$ cat config.mk
export PLATFORM = sky130hd
export DESIGN_NAME = rpi_link_tx
export DESIGN_NICKNAME = d
export VERILOG_FILES = /design/src/rtl/rpi_link_tx.sv
export SDC_FILE = /design/constraint.sdc
export NUM_CORES = 1
export LEC_CHECK = 0
export CELL_PAD_IN_SITES_DETAIL_PLACEMENT = 0
export CELL_PAD_IN_SITES_GLOBAL_PLACEMENT = 1
export CORE_AREA = 2 2 86 88
export CTS_CLUSTER_SIZE = 25
export DETAILED_ROUTE_END_ITERATION = 10
export DIE_AREA = 0 0 88 90
export GPL_ROUTABILITY_DRIVEN = 0
export PLACE_DENSITY_LB_ADDON = 0.08
export REMOVE_ABC_BUFFERS = 1
export SLEW_MARGIN = 20
export SYNTH_ARGS = -nofsm -noshare
export SYNTH_HDL_FRONTEND = slang
export SYNTH_SLANG_ARGS = --single-unit
$ cat constraint.sdc
create_clock -name clk -period 2.25 [get_ports clk]
set_input_delay 0.45 -clock clk [delete_from_list [all_inputs] [get_ports clk]]
set_output_delay 0.45 -clock clk [all_outputs]
set_load 0.01 [all_outputs]
$ cat src/rtl/rpi_link_tx.sv
// Frame transmitter: FIFO payload to the RPi over a four-phase valid/ack byte link.
// Define RPI_LINK_CSUM_EN to append a 16-bit payload checksum trailer (high byte first).
module rpi_link_tx #(
  parameter int unsigned FRAME_BYTES = 38400,
  parameter int unsigned SYNC_STAGES = 2
) (
  input  logic       clk,
  input  logic       reset_n,
  input  logic       frame_start,
  input  logic [7:0] fifo_dout,
  input  logic       fifo_empty,
  output logic       fifo_rd_en,
  input  logic       ack,
  output logic       valid,
  output logic [7:0] d_out,
  output logic [7:0] frame_cnt,
  output logic       busy,
  output logic       overrun
);

  typedef enum logic [2:0] {
    IDLE, HDR, FETCH, LOAD, WAIT_ACK, WAIT_REL, DONE
`ifdef RPI_LINK_CSUM_EN
    , TRL
`endif
  } state_t;

  typedef enum logic [1:0] {SEG_HDR, SEG_PAY, SEG_TRL} seg_t;

  localparam logic [19:0] LAST_IDX = 20'(FRAME_BYTES - 1);

  state_t                 state;
  seg_t                   seg;
  logic [1:0]             hdr_idx;
  logic [19:0]            pay_cnt;
  logic [1:0]             ld_stage;
  logic [7:0]             pay_buf;
  logic [SYNC_STAGES-1:0] ack_sync;
  logic                   ack_s;
`ifdef RPI_LINK_CSUM_EN
  logic [15:0]            csum;
  logic                   trl_idx;
`endif

  always_ff @(posedge clk or negedge reset_n) begin
    if (!reset_n) ack_sync <= '0;
    else          ack_sync <= {ack_sync[SYNC_STAGES-2:0], ack};
  end
  assign ack_s = ack_sync[SYNC_STAGES-1];

  always_ff @(posedge clk or negedge reset_n) begin
    if (!reset_n) begin
      state      <= IDLE;
      seg        <= SEG_HDR;
      hdr_idx    <= '0;
      pay_cnt    <= '0;
      ld_stage   <= '0;
      pay_buf    <= '0;
      fifo_rd_en <= 1'b0;
      valid      <= 1'b0;
      d_out      <= '0;
      frame_cnt  <= '0;
      busy       <= 1'b0;
      overrun    <= 1'b0;
`ifdef RPI_LINK_CSUM_EN
      csum       <= '0;
      trl_idx    <= 1'b0;
`endif
    end else begin
      fifo_rd_en <= 1'b0;
      if (frame_start && state != IDLE) overrun <= 1'b1;
      case (state)
        IDLE: if (frame_start) begin
          state   <= HDR;
          seg     <= SEG_HDR;
          hdr_idx <= '0;
          busy    <= 1'b1;
        end
        HDR: begin
          pay_cnt <= '0;
`ifdef RPI_LINK_CSUM_EN
          csum    <= '0;
`endif
          if (!ack_s) begin
            valid <= 1'b1;
            case (hdr_idx)
              2'd0:    d_out <= 8'hA5;
              2'd1:    d_out <= 8'h5A;
              default: d_out <= frame_cnt;
            endcase
            state <= WAIT_ACK;
          end
        end
        FETCH: if (!fifo_empty) begin
          fifo_rd_en <= 1'b1;
          ld_stage   <= '0;
          state      <= LOAD;
        end
        // Stage 0 covers the FIFO read latency; stage 1 captures fifo_dout
        // into pay_buf so a late ack release cannot lose the byte.
        LOAD: begin
          if (ld_stage == 2'd0) begin
            ld_stage <= 2'd1;
          end else if (ld_stage == 2'd1) begin
            pay_buf <= fifo_dout;
`ifdef RPI_LINK_CSUM_EN
            csum    <= csum + {8'h00, fifo_dout};
`endif
            if (!ack_s) begin
              d_out <= fifo_dout;
              valid <= 1'b1;
              state <= WAIT_ACK;
            end else begin
              ld_stage <= 2'd2;
            end
          end else if (!ack_s) begin
            d_out <= pay_buf;
            valid <= 1'b1;
            state <= WAIT_ACK;
          end
        end
        WAIT_ACK: if (ack_s) begin
          valid <= 1'b0;
          state <= WAIT_REL;
        end
        WAIT_REL: if (!ack_s) begin
          case (seg)
            SEG_HDR: begin
              if (hdr_idx == 2'd2) begin
                seg   <= SEG_PAY;
                state <= FETCH;
              end else begin
                hdr_idx <= hdr_idx + 2'd1;
                state   <= HDR;
              end
            end
            SEG_PAY: begin
              if (pay_cnt == LAST_IDX) begin
`ifdef RPI_LINK_CSUM_EN
                seg     <= SEG_TRL;
                trl_idx <= 1'b0;
                state   <= TRL;
`else
                state   <= DONE;
`endif
              end else begin
                pay_cnt <= pay_cnt + 20'd1;
                state   <= FETCH;
              end
            end
            default: begin
`ifdef RPI_LINK_CSUM_EN
              if (trl_idx) begin
                state <= DONE;
              end else begin
                trl_idx <= 1'b1;
                state   <= TRL;
              end
`else
              state <= DONE;
`endif
            end
          endcase
        end
`ifdef RPI_LINK_CSUM_EN
        TRL: if (!ack_s) begin
          d_out <= trl_idx ? csum[7:0] : csum[15:8];
          valid <= 1'b1;
          state <= WAIT_ACK;
        end
`endif
        DONE: begin
          frame_cnt <= frame_cnt + 8'd1;
          busy      <= 1'b0;
          state     <= IDLE;
        end
        default: state <= IDLE;
      endcase
    end
  end

endmodule

-- After elaboration in Yosys (flattened, before gate mapping)
Cells that the tools add are included.
- register bits: 59
- output and inout bits: 20
- input bits: 13
- logic and storage cells: 106
- mux-type cells: 43
- $add $sub $neg: 3
- reduce and logical (&&, ||, !) cells: 21
- equality and inequality tests: 25
- bitwise gates (word level): 1
- operator list (kind ; number):
    $mux 20 ; 3
    $mux 8 ; 5
    $pmux 20 s2 ; 1
    $pmux 8 s2 ; 2
    $mux 2 ; 12
    $ne 2x2->1 const B ; 11
    $mux 3 ; 7
    $add 20x1->20 const B ; 1
    $eq 20x16->1 const B ; 1
    $pmux 3 s6 ; 1
    $reduce_and 5->1 ; 3
    $pmux 2 s2 ; 3
    $reduce_and 4->1 ; 3
    $reduce_bool 2->1 ; 5
    $eq 3x3->1 const B ; 3
    $add 8x1->8 const B ; 1
    $eq 2x1->1 const B ; 3
    $eq 3x2->1 const B ; 2
    $logic_not 2->1 ; 3
    $mux 1 ; 6
    $ne 3x3->1 const B ; 2
    $pmux 3 s2 ; 1
    $reduce_and 3->1 ; 2
    $reduce_bool 3->1 ; 2
    10 further kinds ; 10

-- Longest topological paths before layout
Gate-level depths: netlist of run 1.
- depth in word-level cells: 5
- depth in mapped cells: 7
- gate-level depth less buffers: 6

-- Least setup slack after synthesis of run 1
No wires, ideal clock.
- path kind: register to register
- from: register state[1]
- to: register pay_cnt[13]
- slack: 0.471 ns
- arrival time: 1.701 ns
- cell stages (with the launch flop): 6
- setup time: 0.078 ns
- clock period less this slack: 1.779 ns
- buffers on the path: 0
- data required time: 2.172 ns
- cell sequence: dfrtp_1 nand3b_2 a2111oi_4 nand4_1 or3_1 a21oi_1
- longest elaborated chain between the ends: 3
- elaborated cells on any way between the ends: 8
- classes of those cells: eq/ne: 5; mux: 1; reduce/logical: 2
- RTL lines (element ; line ; text):
    start: declaration ; 32 ; state_t state;
    start signal: assignment ; 53 ; state <= IDLE;
    start signal: assignment ; 74 ; state <= HDR;
    start signal: assignment ; 91 ; state <= WAIT_ACK;
    $eq 3x3->1 or $eq 3x1->1 (tied branches) ; 72 ; case (state)
    $ne 2x2->1 (no source line) or $reduce_bool 2->1 (tied branches) ; -- ;
    $reduce_and 4->1 (no source line) ; -- ;
    end signal: assignment ; 147 ; pay_cnt <= pay_cnt + 20'd1;
    end: declaration ; 35 ; logic [19:0] pay_cnt;
Parallel ways exist; a longest one is shown, timed or not.
A chain may end at the register's enable or synchronous reset.

-- Final worst setup path of run 1
Same ends and word-level chain as after synthesis.

==> metrics.txt, run 1 <==
drt total wl=approximately 6.7 mm; Fin Setup TNS=0 ns; required time at the worst-slack endpoint=2.52 ns; layout net count=374; min-delay worst type=input port to asynchronous set/reset pin; largest net degree at the start of global routing=25; RSZ-0062 raised after global routing=false; post-synthesis sequential area ratio=just under 50%; number of instances in the synthesized netlist=312; clock root buffer=sky130_fd_sc_hd__clkbuf_8; wire length of the first global-routing pass=11.4 mm; Final Core Density=between 50% and 60%; startpoint kind of the worst setup timing path=flop; clock latency on the worst-skew pair=0.34 ns; largest cells by area after synthesis=sky130_fd_sc_hd__dfrtp_1, sky130_fd_sc_hd__nand2_1, sky130_fd_sc_hd__xor2_1; Floorplan Core Area=7020 µm²; headroom to the max-slew limit=63.8%; iteration-0 DRC count of the detailed router=105; Max Fanout on Critical Path=9; fin crit share=86.6%; worst ir drop on vdd=0.401 mV; top_reg_cell synth=sky130_fd_sc_hd__dfrtp_1; Detail Route Antenna Nets=0; final hold vios=0; Worst Setup Path Type=flop to flop; FF+latch count, synth=between 50 and 60; minimum setup slack after placement=0.290 ns; setup slack after layout=between 0.3 and 0.4 ns; post-synthesis instance area=2930 µm²; sum of net half-perimeters after detailed placement=4.68 mm; clk sink count=58; LEAKAGE=1.60 nW; final critical path time including I/O delays and setup=1.95 ns; layout cell share with drive strength beyond 1=between 10% and 20%; Crit Reg-Reg Endpoint=pay_cnt[13]; Initial DRT Pass Iterations=4; clock buffer depth=2; initial antenna violation count=0; Die Height=90 µm; post-route total power=3.69 mW; data arrival time at the worst-slack endpoint=around 2.2 ns; setup fix buffers added after clock tree synthesis=0; worst reg2reg startpoint=state[1]; Final setup viols=0; effective utilization at floorplan=41.7%; number of global-route vias before repair=2382; GR Util All Layers=between 10% and 20%; total number of vias=2418; clock skew after layout=0.00988 ns; most common cell after layout, fill and taps aside=sky130_fd_sc_hd__dfrtp_1; ratio of routed vias to standard cells=approximately 5.2; Synth Warn #=0; number of flops mapped to enable cells by yosys=0; hold buffer count at cts=0; area added between synthesis and finish=24.2%; Crit. End Element=flop; clock transition at the registers of the reported paths=0.07 ns; largest area contributor in the netlist=sky130_fd_sc_hd__dfrtp_1; boundary pin count=33; area share of the largest cell type after synthesis=between 40% and 50%; post-synth cell types=46; Site Rows=31; floorplan die width=88 µm; number of port buffers=32; CTS tree=done; leading cell types in the layout, fill and taps excluded=sky130_fd_sc_hd__dfrtp_1, sky130_fd_sc_hd__nand2_1, sky130_fd_sc_hd__clkdlybuf4s50_1, sky130_fd_sc_hd__nor2_1, sky130_fd_sc_hd__o21ai_0; number of antenna cells inserted=0; transition time at the pin with the least slew margin=about 0.54 ns; drt drc=0; highest clock rate=513 MHz; Die ar.=between 7000 and 8000 µm²; number of max-slew violations in the final report=0; run status=completed; routed wire length per instance=14.5 µm; grt ovf=0; flop-to-flop setup slack=0.30 ns; count of instances resized after the clock tree is built=0; number of maximum-capacitance constraint violations=0; syn_area_per_cell=9.38 µm²; number of buffers added by the clock tree synthesis step=9; power density of the placed cells=roughly 1000 nW/µm²; CTS H-Tree Depth=3; proportion of synthesized flip-flops having asynchronous set or reset=100%; number of cells on the worst reg-to-reg path=5
-- registers in the layout, summed over array words and instances (netlist names) --
signal,count
ack_sync,2
busy,1
d_out,8
fifo_rd_en,1
frame_cnt,8
hdr_idx,2
ld_stage,2
overrun,1
pay_buf,8
pay_cnt,20
seg,1
state,3
valid,1
-- stage by stage --
stage / hold slack (ns) / area [µm²] / instances
3_3_place_gp: 0.340 / 3430 / 446
3_5_place_dp: 0.358 / 3430 / 446
6_report: 0.0552 / 3640 / 461
2_1_floorplan: 0.154 / 2870 / 299
5_1_grt: 0.0775 / 3640 / 461
4_1_cts: 0.0514 / 3640 / 461
-- power breakdown --
part | internal (mW) | switching (mW)
Clock | 0.595 | 0.409
Combinational | 0.574 | 0.661
Sequential | 1.25 | 0.200
-- logic make-up (layout without fill, tap and decap cells) --
kind of cell    after synthesis  in the layout  synth area share, %
buf+inv                      20             70                 2.74
fa+ha+maj                     3              3                 1.28
compound gates               66             66                 15.2
mux                           4              4                 1.45
flops                        58             58                 49.6
xor+xnor                     21             21                 6.28
simple gates                140            140                 23.5
-- final cells by class --
class | instances | area (µm²)
Fill cell | 681 | 3380
Sequential cell | 58 | 1450
Multi-Input combinational cell | 234 | 1400
Timing Repair Buffer | 48 | 435
Clock buffer | 13 | 169
Tap cell | 99 | 124
Clock inverter | 2 | 35.0
Inverter | 7 | 26.3
-- Yosys cell counts, drive strengths merged (3+ instances only) --
| library cell | number |
|---|---|
| nor3 | 8 |
| clkbuf | 9 |
| xor2 | 14 |
| dfrtp | 58 |
| nand4 | 11 |
| buf | 4 |
| nand2b | 6 |
| nand3 | 14 |
| nand2 | 51 |
| and3 | 4 |
| a21oi | 12 |
| a21o | 6 |
| ha | 3 |
| a21boi | 3 |
| o21ai | 22 |
| inv | 7 |
| nor4bb | 3 |
| xnor2 | 7 |
| o211ai | 6 |
| nor2 | 29 |
-- layer usage --
| metal | vias to the layer above | share of wire (%) | global-route usage (%) |
|---|---|---|---|
| li1 | 1196 | - | - |
| met1 | 1148 | 46 | 24.2 |
| met2 | 57 | 47 | 29.4 |
| met3 | 17 | 3.7 | 3.49 |
| met4 | 0 | 3.1 | 10.3 |
| met5 | - | 0 | 0 |
-- critical path: stages, from the launching register on --
cell                        delay [ns]
sky130_fd_sc_hd__dfrtp_1          0.47
sky130_fd_sc_hd__nand3b_2         0.28
sky130_fd_sc_hd__a2111oi_4        0.47
sky130_fd_sc_hd__nand4_1          0.16
sky130_fd_sc_hd__or3_1            0.36
sky130_fd_sc_hd__a21oi_1          0.14
-- worst max-delay path by stage --
stage | startpoint | to | slack, ns | cells after the start
CTS | state[1] | pay_cnt[13] | 0.29 | 5
global placement | state[1] | pay_cnt[13] | 0.31 | 5
detailed placement | state[1] | pay_cnt[13] | 0.29 | 5
finish | state[1] | pay_cnt[13] | 0.30 | 5
floorplan | state[2] | pay_cnt[2] | 0.20 | 5
global route | pay_cnt[0] | pay_cnt[2] | 0.14 | 6
Power figures use the tool's default switching activity.
==> run 2, diff against run 1 <==
Settings changed: GPL_TIMING_DRIVEN set to 0.
==> run 2 against run 1 <==
Compared with the run above: critical path depth increased by 1; combinational power down 11%; power grew 0.61%; clock-buffer cell count is 2 lower; setup slack lost 0.045 ns; global-route usage down 0.69 points; final cell count shrank 1.7%; clock skew down 0.0038 ns; critical path type unchanged; largest power group unchanged.
==> metrics.txt, run 2 (synthesis gave the netlist of run 1 again) <==
Max Fanout on Critical Path=20; global routing met2 resource utilization=29.0%; cell class contributing the biggest share of worst-path delay=simple AND/OR/NAND/NOR gates; number of buffer and inverter stages on the critical path=1; Final setup viols=0; run status=completed; Die Height=90 µm; initial antenna violation count=0; ratio of routed vias to standard cells=5.15; clock buffer depth=2; min-delay worst type=flop to flop; startpoint kind of the worst setup timing path=flop; number of cells on the worst reg-to-reg path=6; grt ovf=0; hold endpoint=ack_sync[1]; area added between synthesis and finish=23.9%; highest clock rate=between 500 and 600 MHz; clock transition at the registers of the reported paths=0.07 ns; highest-utilization routing layer at the global route stage=met2; CTS tree=done; iteration-0 DRC count of the detailed router=150; Detail Route Antenna Nets=0; met3 Track Usage GR=4.22%; clock skew after layout=0.00604 ns; flip-flop count of the largest register, all copies and words added=20; Site Rows=31; worst ir drop on vdd=0.377 mV; area of all placed cells without fillers=3630 µm²; Worst Setup Path Type=flop to flop; library cell contributing the largest single delay on the critical path=sky130_fd_sc_hd__dfrtp_2; number of port buffers=32; wire length of the first global-routing pass=11.2 mm; critical path's largest stage delay=0.62 ns; flop-to-flop setup slack=0.26 ns; Floorplan Core Area=7020 µm²; most common cell after layout, fill and taps aside=sky130_fd_sc_hd__dfrtp_1; worst reg2reg startpoint=state[2]; GR Util All Layers=18.1%; non-filler instance count after layout=453; drt total wl=6.51 mm; Die ar.=7920 µm²; floorplan die width=88 µm; effective utilization at floorplan=41.7%; headroom to the max-slew limit=50.0%; layout cell share with drive strength beyond 1=9.32%; Cells after DPL=431; data arrival time at the worst-slack endpoint=about 2.2 ns; transition time at the pin with the least slew margin=0.749 ns; final hold vios=0; WP depth=6; Crit Reg-Reg Endpoint=pay_cnt[13]; required time at the worst-slack endpoint=2.43 ns; boundary pin count=33; clk sink count=58; routed wire length per instance=approximately 14 µm; CTS H-Tree Depth=3; power density of the placed cells=1020 nW/µm²; number of max-slew violations in the final report=0; drt drc=0; number of antenna cells inserted=0; largest reg by FF count=pay_cnt; number of global-route vias before repair=about 2.3k; Initial DRT Pass Iterations=4; CP Cell Sequence=and3b_2, nand4_1, buf_4, nor2_1, or3_1, a21oi_1; RSZ-0062 raised after global routing=false; clock latency on the worst-skew pair=0.34 ns; number of cells on the worst hold path=0; hold slack final=0.365 ns; met1 global-route usage=23.4%; layout net count=365; number of maximum-capacitance constraint violations=0; final critical path time including I/O delays and setup=between 1.5 and 2 ns; total number of vias=2331; clock root buffer=sky130_fd_sc_hd__clkbuf_8; leading cell types in the layout, fill and taps excluded=sky130_fd_sc_hd__dfrtp_1, sky130_fd_sc_hd__nand2_1, sky130_fd_sc_hd__clkdlybuf4s50_1, sky130_fd_sc_hd__nor2_1, sky130_fd_sc_hd__o21ai_0; number of buffers added by the clock tree synthesis step=9; sum of net half-perimeters after detailed placement=4.27 mm; Crit. End Element=flop; largest net degree at the start of global routing=43; LEAKAGE=1.56 nW; fin crit share=88.6%; Final Core Density=between 50% and 60%; placed standard-cell area=3340 µm²; start point of the worst min-delay path=ack_sync[0]
## run 2: what timing repair did
item                       in CTS  in global routing
pin swaps                       1                  1
setup buffers                   3                  2
resized for setup               2                  4
hold buffers                    1                  0
setup endpoints to repair      17                 26
cloned                          0                  0
hold endpoints to repair       16                  0
## run 2: where the power goes
group	switching [mW]	internal (mW)
logic	0.586	0.512
clock network	0.428	0.650
registers	0.284	1.25
total	1.30	2.41
## run 2: layout make-up
cell class	instances	area, µm²
fill	680	3390
tap	99	124
inverter	7	26.3
sequential	58	1450
timing repair buffer	39	385
multi-input combinational	234	1420
clock buffer	11	141
clock inverter	5	77.6
## run 2: how the worst max path moves through the flow
stage	startpoint	to	slack, ns
final	state[2]	pay_cnt[13]	0.26
after global routing	state[1]	d_out[0]	0.01
after CTS	state[1]	pay_cnt[13]	0.03
after detailed placement	state[2]	pay_cnt[2]	-0.54
after global placement	reset_n	pay_cnt[10]	-1.19
after floorplan	state[2]	pay_cnt[2]	0.20
## run 2: stage by stage
step                      setup WS [ns]  TNS (ns)  total power [mW]
after floorplan                   0.204         0              2.15
after global placement            -1.19    -73.70              2.61
after detailed placement         -0.542     -5.24              2.64
after CTS                        0.0252         0              3.73
after global routing             0.0127         0              3.98
final                             0.257         0              3.71
## run 2: layer usage
metal  up-vias  part of all wire, %
li1       1178                    -
met1      1108                   48
met2        36                   48
met3         9                  2.7
met4         0                  1.6
met5         -                    0
==> run 3, diff against run 2 <==
--- a/constraint.sdc
+++ b/constraint.sdc
@@ -3,2 +3,2 @@
 set_output_delay 0.45 -clock clk [all_outputs]
-set_load 0.01 [all_outputs]
+set_load 0.005 [all_outputs]
==> results of run 3 <==
The final DEF is identical to that of run 2. Status: completed.
Among the figures that moved: total power 3.71 mW -> 3.67 mW
